--- src/rtl/decode_stage_riscv.sv ---
// RV32I decode stage: combinational decoder feeding a registered one- or two-entry
// output buffer with valid/ready handshakes on both the fetch and execute sides.
module decode_stage_riscv #(
    parameter int SKID  = 1,
    parameter int CNT_W = 16
) (
    input  logic             clk_i,
    input  logic             rst_ni,
    input  logic [31:0]      instr_i,
    input  logic             instr_valid_i,
    output logic             instr_ready_o,
    output logic             out_valid_o,
    input  logic             out_ready_i,
    output logic [4:0]       alu_op_o,
    output logic [1:0]       a_sel_o,
    output logic [1:0]       b_sel_o,
    output logic [31:0]      imm_o,
    output logic [4:0]       rs1_o,
    output logic [4:0]       rs2_o,
    output logic [4:0]       rd_o,
    output logic             gpr_we_o,
    output logic             mem_req_o,
    output logic             mem_we_o,
    output logic [2:0]       mem_size_o,
    output logic             branch_o,
    output logic             jal_o,
    output logic             jalr_o,
    output logic             illegal_o,
    output logic [CNT_W-1:0] illegal_cnt_o
);

    // ALU encoding: arithmetic ops are {1'b0, funct7[5], funct3}, compares are {2'b11, funct3}
    localparam logic [4:0] ALU_ADD = 5'b00000;
    localparam logic [4:0] ALU_SRA = 5'b01101;
    localparam logic [4:0] ALU_SRL = 5'b00101;

    localparam logic [6:0] OPC_OP     = 7'b0110011;
    localparam logic [6:0] OPC_OP_IMM = 7'b0010011;
    localparam logic [6:0] OPC_LUI    = 7'b0110111;
    localparam logic [6:0] OPC_AUIPC  = 7'b0010111;
    localparam logic [6:0] OPC_JAL    = 7'b1101111;
    localparam logic [6:0] OPC_JALR   = 7'b1100111;
    localparam logic [6:0] OPC_BRANCH = 7'b1100011;
    localparam logic [6:0] OPC_LOAD   = 7'b0000011;
    localparam logic [6:0] OPC_STORE  = 7'b0100011;
    localparam logic [6:0] OPC_MISC   = 7'b0001111;
    localparam logic [6:0] OPC_SYSTEM = 7'b1110011;

    localparam logic [1:0] A_RS1  = 2'd0;
    localparam logic [1:0] A_PC   = 2'd1;
    localparam logic [1:0] A_ZERO = 2'd2;
    localparam logic [1:0] B_RS2  = 2'd0;
    localparam logic [1:0] B_IMM  = 2'd1;
    localparam logic [1:0] B_FOUR = 2'd2;

    localparam logic [1:0] ST_EMPTY = 2'd0;
    localparam logic [1:0] ST_ONE   = 2'd1;
    localparam logic [1:0] ST_TWO   = 2'd2;

    typedef struct packed {
        logic [4:0]  alu_op;
        logic [1:0]  a_sel;
        logic [1:0]  b_sel;
        logic [31:0] imm;
        logic [4:0]  rs1;
        logic [4:0]  rs2;
        logic [4:0]  rd;
        logic        gpr_we;
        logic        mem_req;
        logic        mem_we;
        logic [2:0]  mem_size;
        logic        branch;
        logic        jal;
        logic        jalr;
        logic        illegal;
    } dec_t;

    logic [6:0]  opcode;
    logic [2:0]  funct3;
    logic [6:0]  funct7;
    logic [31:0] i_imm, s_imm, b_imm, u_imm, j_imm;
    dec_t        dec;
    dec_t        head;
    logic        in_fire;
    logic        out_fire;

    assign opcode = instr_i[6:0];
    assign funct3 = instr_i[14:12];
    assign funct7 = instr_i[31:25];

    assign i_imm = {{20{instr_i[31]}}, instr_i[31:20]};
    assign s_imm = {{20{instr_i[31]}}, instr_i[31:25], instr_i[11:7]};
    assign b_imm = {{19{instr_i[31]}}, instr_i[31], instr_i[7], instr_i[30:25], instr_i[11:8], 1'b0};
    assign u_imm = {instr_i[31:12], 12'b0};
    assign j_imm = {{11{instr_i[31]}}, instr_i[31], instr_i[19:12], instr_i[20], instr_i[30:21], 1'b0};

    always_comb begin
        dec        = '0;
        dec.rs1    = instr_i[19:15];
        dec.rs2    = instr_i[24:20];
        dec.rd     = instr_i[11:7];
        dec.alu_op = ALU_ADD;
        case (opcode)
            OPC_OP: begin
                dec.alu_op = {1'b0, funct7[5], funct3};
                dec.gpr_we = 1'b1;
                if (funct7 == 7'h20) begin
                    if (funct3 != 3'b000 && funct3 != 3'b101) dec.illegal = 1'b1;
                end else if (funct7 != 7'h00) begin
                    dec.illegal = 1'b1;
                end
            end
            OPC_OP_IMM: begin
                dec.alu_op = {2'b00, funct3};
                dec.b_sel  = B_IMM;
                dec.imm    = i_imm;
                dec.gpr_we = 1'b1;
                // Shifts carry only the shift amount; funct7 selects logical vs arithmetic right
                if (funct3 == 3'b001) begin
                    dec.imm = {27'b0, instr_i[24:20]};
                    if (funct7 != 7'h00) dec.illegal = 1'b1;
                end else if (funct3 == 3'b101) begin
                    dec.imm = {27'b0, instr_i[24:20]};
                    if (funct7 == 7'h00)      dec.alu_op = ALU_SRL;
                    else if (funct7 == 7'h20) dec.alu_op = ALU_SRA;
                    else                      dec.illegal = 1'b1;
                end
            end
            OPC_LUI: begin
                dec.a_sel  = A_ZERO;
                dec.b_sel  = B_IMM;
                dec.imm    = u_imm;
                dec.gpr_we = 1'b1;
            end
            OPC_AUIPC: begin
                dec.a_sel  = A_PC;
                dec.b_sel  = B_IMM;
                dec.imm    = u_imm;
                dec.gpr_we = 1'b1;
            end
            OPC_JAL: begin
                dec.a_sel  = A_PC;
                dec.b_sel  = B_FOUR;
                dec.imm    = j_imm;
                dec.gpr_we = 1'b1;
                dec.jal    = 1'b1;
            end
            OPC_JALR: begin
                dec.a_sel  = A_PC;
                dec.b_sel  = B_FOUR;
                dec.imm    = i_imm;
                dec.gpr_we = 1'b1;
                dec.jalr   = 1'b1;
                if (funct3 != 3'b000) dec.illegal = 1'b1;
            end
            OPC_BRANCH: begin
                dec.alu_op = {2'b11, funct3};
                dec.imm    = b_imm;
                dec.branch = 1'b1;
                if (funct3 == 3'b010 || funct3 == 3'b011) dec.illegal = 1'b1;
            end
            OPC_LOAD: begin
                dec.b_sel    = B_IMM;
                dec.imm      = i_imm;
                dec.gpr_we   = 1'b1;
                dec.mem_req  = 1'b1;
                dec.mem_size = funct3;
                if (funct3 == 3'b011 || funct3 == 3'b110 || funct3 == 3'b111) dec.illegal = 1'b1;
            end
            OPC_STORE: begin
                dec.b_sel    = B_IMM;
                dec.imm      = s_imm;
                dec.mem_req  = 1'b1;
                dec.mem_we   = 1'b1;
                dec.mem_size = funct3;
                if (funct3[2] || funct3 == 3'b011) dec.illegal = 1'b1;
            end
            OPC_MISC, OPC_SYSTEM: begin
                dec.alu_op = ALU_ADD;
            end
            default: dec.illegal = 1'b1;
        endcase

        if (dec.illegal) begin
            dec.alu_op   = ALU_ADD;
            dec.a_sel    = A_RS1;
            dec.b_sel    = B_RS2;
            dec.imm      = '0;
            dec.gpr_we   = 1'b0;
            dec.mem_req  = 1'b0;
            dec.mem_we   = 1'b0;
            dec.mem_size = 3'b000;
            dec.branch   = 1'b0;
            dec.jal      = 1'b0;
            dec.jalr     = 1'b0;
        end
        if (dec.rd == 5'd0) dec.gpr_we = 1'b0;
    end

    assign in_fire  = instr_valid_i & instr_ready_o;
    assign out_fire = out_valid_o & out_ready_i;

    generate
        if (SKID != 0) begin : g_skid
            logic [1:0] state_reg, state_next;
            logic       ready_reg;
            dec_t       head_reg, skid_reg;

            always_comb begin
                state_next = state_reg;
                case (state_reg)
                    ST_EMPTY: if (in_fire) state_next = ST_ONE;
                    ST_ONE: begin
                        if (in_fire && !out_fire)      state_next = ST_TWO;
                        else if (!in_fire && out_fire) state_next = ST_EMPTY;
                    end
                    ST_TWO:   if (out_fire) state_next = ST_ONE;
                    default:  state_next = ST_EMPTY;
                endcase
            end

            always_ff @(posedge clk_i or negedge rst_ni) begin
                if (!rst_ni) begin
                    state_reg <= ST_EMPTY;
                    ready_reg <= 1'b1;
                    head_reg  <= '0;
                    skid_reg  <= '0;
                end else begin
                    state_reg <= state_next;
                    // Ready is registered so execute-side backpressure never reaches fetch combinationally
                    ready_reg <= (state_next != ST_TWO);
                    case (state_reg)
                        ST_EMPTY: if (in_fire) head_reg <= dec;
                        ST_ONE: begin
                            if (in_fire && out_fire) head_reg <= dec;
                            else if (in_fire)        skid_reg <= dec;
                        end
                        ST_TWO:   if (out_fire) head_reg <= skid_reg;
                        default:  ;
                    endcase
                end
            end

            assign instr_ready_o = ready_reg;
            assign out_valid_o   = (state_reg != ST_EMPTY);
            assign head          = head_reg;
        end else begin : g_single
            logic full_reg;
            dec_t head_reg;

            always_ff @(posedge clk_i or negedge rst_ni) begin
                if (!rst_ni) begin
                    full_reg <= 1'b0;
                    head_reg <= '0;
                end else begin
                    if (in_fire)       full_reg <= 1'b1;
                    else if (out_fire) full_reg <= 1'b0;
                    if (in_fire) head_reg <= dec;
                end
            end

            assign instr_ready_o = !full_reg | out_ready_i;
            assign out_valid_o   = full_reg;
            assign head          = head_reg;
        end
    endgenerate

    logic [CNT_W-1:0] cnt_reg;

    always_ff @(posedge clk_i or negedge rst_ni) begin
        if (!rst_ni) begin
            cnt_reg <= '0;
        end else if (in_fire && dec.illegal && (cnt_reg != {CNT_W{1'b1}})) begin
            cnt_reg <= cnt_reg + CNT_W'(1);
        end
    end

    assign illegal_cnt_o = cnt_reg;
    assign alu_op_o      = head.alu_op;
    assign a_sel_o       = head.a_sel;
    assign b_sel_o       = head.b_sel;
    assign imm_o         = head.imm;
    assign rs1_o         = head.rs1;
    assign rs2_o         = head.rs2;
    assign rd_o          = head.rd;
    assign gpr_we_o      = head.gpr_we;
    assign mem_req_o     = head.mem_req;
    assign mem_we_o      = head.mem_we;
    assign mem_size_o    = head.mem_size;
    assign branch_o      = head.branch;
    assign jal_o         = head.jal;
    assign jalr_o        = head.jalr;
    assign illegal_o     = head.illegal;

endmodule

--- config.mk ---
export PLATFORM = sky130hd
export DESIGN_NAME = decode_stage_riscv
export DESIGN_NICKNAME = d
export VERILOG_FILES = /design/src/rtl/decode_stage_riscv.sv
export SDC_FILE = /design/constraint.sdc
export NUM_CORES = 1
export LEC_CHECK = 0
export CORE_UTILIZATION = 25
export DETAILED_ROUTE_END_ITERATION = 8
export REMOVE_ABC_BUFFERS = 1
export SETUP_SLACK_MARGIN = 0.4
export SLEW_MARGIN = 20
export SYNTH_ARGS = -nofsm -noshare
export SYNTH_HDL_FRONTEND = slang
export SYNTH_SLANG_ARGS = --single-unit
export TNS_END_PERCENT = 100
--- constraint.sdc ---
create_clock -name clk_i -period 3.2 [get_ports clk_i]
set_clock_uncertainty 0.2 [all_clocks]
set_input_delay 0.32 -clock clk_i [delete_from_list [all_inputs] [get_ports clk_i]]
set_output_delay 0.32 -clock clk_i [all_outputs]
set_load 0.1 [all_outputs]
* Word level (Yosys, flattened, before mapping)
Cells that the tools add are included.
** Operators by class
- Bitwise gates (word level) :: 3
- Divide/modulo/power cells :: 0
- Order comparisons :: 0
- Multipliers :: 0
- Eq/ne operators :: 26
- Add/subtract/negate cells :: 1
- Shift-type cells :: 0
- Muxes and demuxes :: 41
- Reduce and logical (&&, ||, !) cells :: 29
** Operator list (count)
- two-way mux 66 bit :: 3
- one-hot mux 66 bit (3 select lines) :: 1
- one-hot mux 32 bit (6 select lines) :: 1
- two-way mux 32 bit :: 2
- two-way mux 41 bit :: 1
- equality test 7 x 6 -> 1 bit (second input constant) :: 4
- equality test 7 bit (second input constant) :: 4
- two-way mux 1 bit :: 18
- adder 16 x 1 -> 16 bit (second input constant) :: 1
- inequality test 16 bit (second input constant) :: 1
- two-way mux 5 bit :: 3
- one-hot mux 5 bit (3 select lines) :: 1
- equality test 7 x 5 -> 1 bit (second input constant) :: 2
- OR reduction 5 bit :: 2
- equality test 3 bit (second input constant) :: 3
- two-way mux 9 bit :: 1
- two-way mux 2 bit :: 4
- inequality test 2 bit (second input constant) :: 4
- one-hot mux 2 bit (2 select lines) :: 2
- OR reduction 2 bit :: 4
- equality test 7 x 2 -> 1 bit (second input constant) :: 1
- equality test 7 x 4 -> 1 bit (second input constant) :: 1
- zero test 7 bit :: 1
- one-hot mux 1 bit (7 select lines) :: 1
- 22 further kinds :: 34
** Word-level totals
- Bits in writable memories :: 0
- Input port bits :: 36
- Latch bits :: 0
- Output and inout bits :: 84
- Memory bits (read-only) :: 0
- Memories kept :: 0
- Register bits :: 151

* Logic depth before layout (Yosys ltp)
- Depth in word-level cells :: 10
- Gate-level depth with buffers :: 10
- Depth with buffers taken out :: 6

* Worst setup path before layout
Ideal clock, no wire load.
- Path type :: register to register
- Start :: reg cnt_reg[5], in the netlist illegal_cnt_o[5]
- End :: reg cnt_reg[1], in the netlist illegal_cnt_o[1]
- Data arrival time :: 2.667 ns
- Clock period less this slack :: 2.995 ns
- Stages on the path, launching flop included :: 7
- Required time :: 2.872 ns
- Setup slack :: 0.205 ns
- Path through :: dfrtp_1 nand3_1 nor2_1 nand3_1 nor2_1 nor3_2 mux2_1
** On the way
- Longest elaborated chain between the ends :: 2
** Ends and longest elaborated chain
- start: declaration :: line 268 : logic [CNT_W-1:0] cnt_reg;
- start signal: assignment :: line 274 : cnt_reg <= cnt_reg + CNT_W'(1);
- inequality test 16 bit :: line 273 : end else if (in_fire && dec.illegal && (cnt_reg != {CNT_W{1'b1}})) begin
- logical AND 1 bit :: line 273
No other way between the ends.
A chain may end at the register's enable or synchronous reset.

* Worst setup path in the final report
- Start :: in instr_i[25]
- End :: reg g_skid.skid_reg[38] in the netlist's numbering
** On the way
- Longest elaborated chain between the ends :: 7
- Elaborated cells on any way between the ends :: 11
- Those cells by class :: eq/ne (1); mux (8); reduce/logical (2)
** Ends and longest elaborated chain
- start: declaration :: line 9 : input logic [31:0] instr_i,
- equality test 7 x 6 -> 1 bit :: line 107, 125
- two-way mux 1 bit :: line 125 : else if (funct7 == 7'h20) dec.alu_op = ALU_SRA;
- two-way mux 1 bit :: line 124 : if (funct7 == 7'h00) dec.alu_op = ALU_SRL;
- two-way mux 1 bit :: line 122 : end else if (funct3 == 3'b101) begin
- two-way mux 1 bit :: line 119 : if (funct3 == 3'b001) begin
- one-hot mux 1 bit (7 select lines) (*) :: line 103 : case (opcode)
- two-way mux 41 bit (*) :: line 184 : if (dec.illegal) begin
- end signal: assignment :: line 227 : skid_reg <= '0;
- end signal: assignment :: line 236 : else if (in_fire) skid_reg <= dec;
- end: declaration :: line 207 : dec_t head_reg, skid_reg;
Mark *: on every way between the ends. The rest lies on a longest branch, timed or not.

==> results.py <==
metrics = {
    "power_and_ir_drop": {
        "ir_worst_vdd_mv": 0.655,
        "power.density_mw_per_mm2": 1040,
        "p_leak_uw": 0.00408,
    },
    "sta": {
        "setup_viol": 0,
        "worst_slew_pin_slew_ns": 0.654,
        "max_freq_mhz": 385,
        "hold_slack_ns": 0.247,
        "rsz0062_at_grt": "false",
        "finalHoldViolCount": 0,
        "slew_viol_final": 0,
        "slew_headroom_pct": 56.1,
        "period_needed_ns": 2.60,
        "post-route-period-util_pct": 81.2,
    },
    "worst_setup_path": {
        "ff2ff_setup_slack_ns": 0.87,
        "required_ns": 3.33,
        "critPathCaptureType": "flip-flop",
        "crit_chain": "clkdlybuf4s50_1 -> or4_1 -> nor3_2 -> a211o_1 -> and3_1 -> buf_12 -> nand3_1 -> buf_4 -> o21ai_1",
        "worst-setup-path-type": "in2reg",
        "crit_fanout": 25,
        "critical_path_buf_inv_count": 3,
        "r2r-start": "g_skid.state_reg[0]",
        "reg2reg_depth": 6,
        "arrival_ns": 2.73,
        "slowest_delay_ns": 0.60,
        "slowest_stage": "or4_1",
        "cp-start-kind": "input pin",
        "crit_family": "simple AND/OR/NAND/NOR gates",
        "reg2reg_to": "imm_o[13]",
    },
    "yosys": {
        "yosys_most_used_dff": "dfrtp_1",
        "synth_compound_area_share_pct": 15.7,
        "synthAdderAreaFrac_pct": 0.179,
        "synthCells": 770,
        "synthMuxAreaShare_pct": 0.465,
        "avgSynthCellArea_um2": 9.08,
        "synth_xor_xnor_area_share_pct": 1.88,
        "yosys_warnings": 0,
        "synth_seq_cells": 151,
        "synth_top_family_by_area": "simple AND/OR/NAND/NOR gates",
        "ys_types": 59,
        "synth_seq_area_share_pct": 54.1,
        "async_reset_ff_share_pct": 100,
        "syn_area_mm2": 0.00699,
        "synth_edf_count": 0,
        "yosys.area_share.simple_pct": 24.2,
    },
    "finish": {
        "final_nets": 935,
        "diodes": 0,
        "drive_gt1_share_pct": 19.6,
        "finalInstanceArea_mm2": 0.00922,
        "area_growth_pct": 31.9,
        "mostFrequentLayoutCells": "153 x nand2_1, 150 x dfrtp_1, 122 x buf_4",
        "largest_reg_flops": 66,
        "multi_input_area_mm2": 0.00300,
        "layout_commonest_cell": "nand2_1",
        "regArea_mm2": 0.00378,
        "fill_cells": 2857,
    },
    "route": {
        "drc": 0,
        "wl_per_cell_um": 17.4,
        "via_per_inst": 4.78,
        "ant_nets": 0,
        "vias": 6128,
        "totalWireLength_um": 22300,
        "dr.pass1.iters": 5,
        "drt-initial-drc-count": 422,
    },
    "hold_path": {
        "hold_path_class": "in2async",
    },
    "clock_network": {
        "cts_tree": "yes",
        "cts.sinks": 151,
        "cts.clk_slew.worst_paths_ns": 0.06,
        "numCtsBuffers": 17,
        "clk_latency_ns": 0.42,
        "post-cts-setup-buffers": 0,
        "cts.path.max_buffers": 2,
        "htreeDepth": 4,
        "clock-root-buffer": "clkbuf_16",
    },
    "floorplanning": {
        "die_h_um": 169,
        "fp.dieW_um": 169,
        "boundaryPins": 120,
        "initial_core_util_pct": 25.7,
        "core_area_mm2": 0.0272,
        "die-area_mm2": 0.0286,
        "row_count": 60,
    },
    "grt": {
        "gr-total-overflow": 0,
        "grt_max_degree": 58,
        "grt_usage_pct": 16.3,
        "grt_pass1_wl_um": 36000,
        "grt_pass1_vias": 6108,
        "antenna_found_initial": 0,
    },
    "place": {
        "gp_congestion": 0.837,
        "place_hpwl_um": 15700,
        "place_area_mm2": 0.00860,
        "portBuffers": 119,
    },
    "run": {
        "drv_cap": 0,
    },
    "status": {
        "outcome": "completed",
    },
}
==> through the flow <==
stage / worst slack (ns) / setup TNS, ns / util [%] / total power, uW / instances
global route: 0.479 / 0 / 33.9 / 10100 / 1283
finish: 0.602 / 0 / 33.9 / 9610 / 1283
CTS: 0.642 / 0 / 33.9 / 9720 / 1283
floorplan: -1.65 / -110.11 / - / 6310 / 717
global placement: 0.204 / 0 / 31.7 / 7540 / 1250
detailed placement: 0.202 / 0 / 31.7 / 7580 / 1250
==> layout make-up <==
class	instances	share of cell area, %
Clock buffer	22	5.03
Sequential cell	151	41.0
Clock inverter	10	1.56
Timing Repair Buffer	162	14.7
Inverter	4	0.163
Tap cell	372	5.05
Multi-Input combinational cell	562	32.5
==> how the worst max path moves through the flow <==
stage / from / end / cells after the start
CTS: instr_i[25] / g_skid.skid_reg[38] / 9
detailed placement: instr_i[25] / g_skid.skid_reg[38] / 9
floorplan: g_skid.state_reg[1] / imm_o[20] / 5
global route: instr_i[14] / g_skid.skid_reg[38] / 9
finish: instr_i[25] / g_skid.skid_reg[38] / 9
global placement: instr_i[4] / illegal_cnt_o[1] / 8
==> repair_timing <==
item | in CTS | in global routing
endpoints found under the setup margin | 0 | 0
gates resized for setup | 0 | 0
hold buffers | 1 | 0
endpoints found under the hold margin | 52 | 0
==> layer usage <==
metal  share of wire (%)  up-vias  global-route usage (%)
met4                0.59        0                    3.41
met1                  48     2993                    23.6
li1                    -     2962                       -
met3                 5.2        9                    3.50
met5                   0        -                       0
met2                  46      164                    24.8
==> cell families (layout without fill, tap and decap cells) <==
group,after synthesis,in the layout
AOI/OAI and AO/OA,185,185
and+or+nand+nor,358,358
adders and majority gates,1,1
xor gates and xnor gates,15,15
DFF,151,151
muxes,3,3
buffers and inverters,57,198
==> report_power, final <==
group          internal [uW]  leakage (uW)  switching, uW
Clock                   1280      0.000287            823
Sequential              2450       0.00193            347
Combinational            979       0.00186           3740
==> synth_stat cells, types with 5 or more instances <==
cell type,number,area share (%)
clkbuf_1,37,2.0
xor2_1,11,1.4
nor3_1,10,0.72
nor2b_1,5,0.45
or3_1,14,1.3
a31oi_1,17,1.5
o22ai_1,18,1.6
nand4_1,16,1.4
o31ai_1,5,0.54
o21ai_0,19,1.4
nor4_2,5,0.89
nand2b_1,6,0.54
and3_1,10,0.89
a22o_1,7,0.88
nor2_1,67,3.6
buf_2,9,0.64
dfrtp_1,150,54
a22oi_1,6,0.64
nand2_1,155,8.3
o21ai_1,23,1.6
nand3_1,51,3.7
a21oi_1,71,5.1
Power figures use the tool's default switching activity.
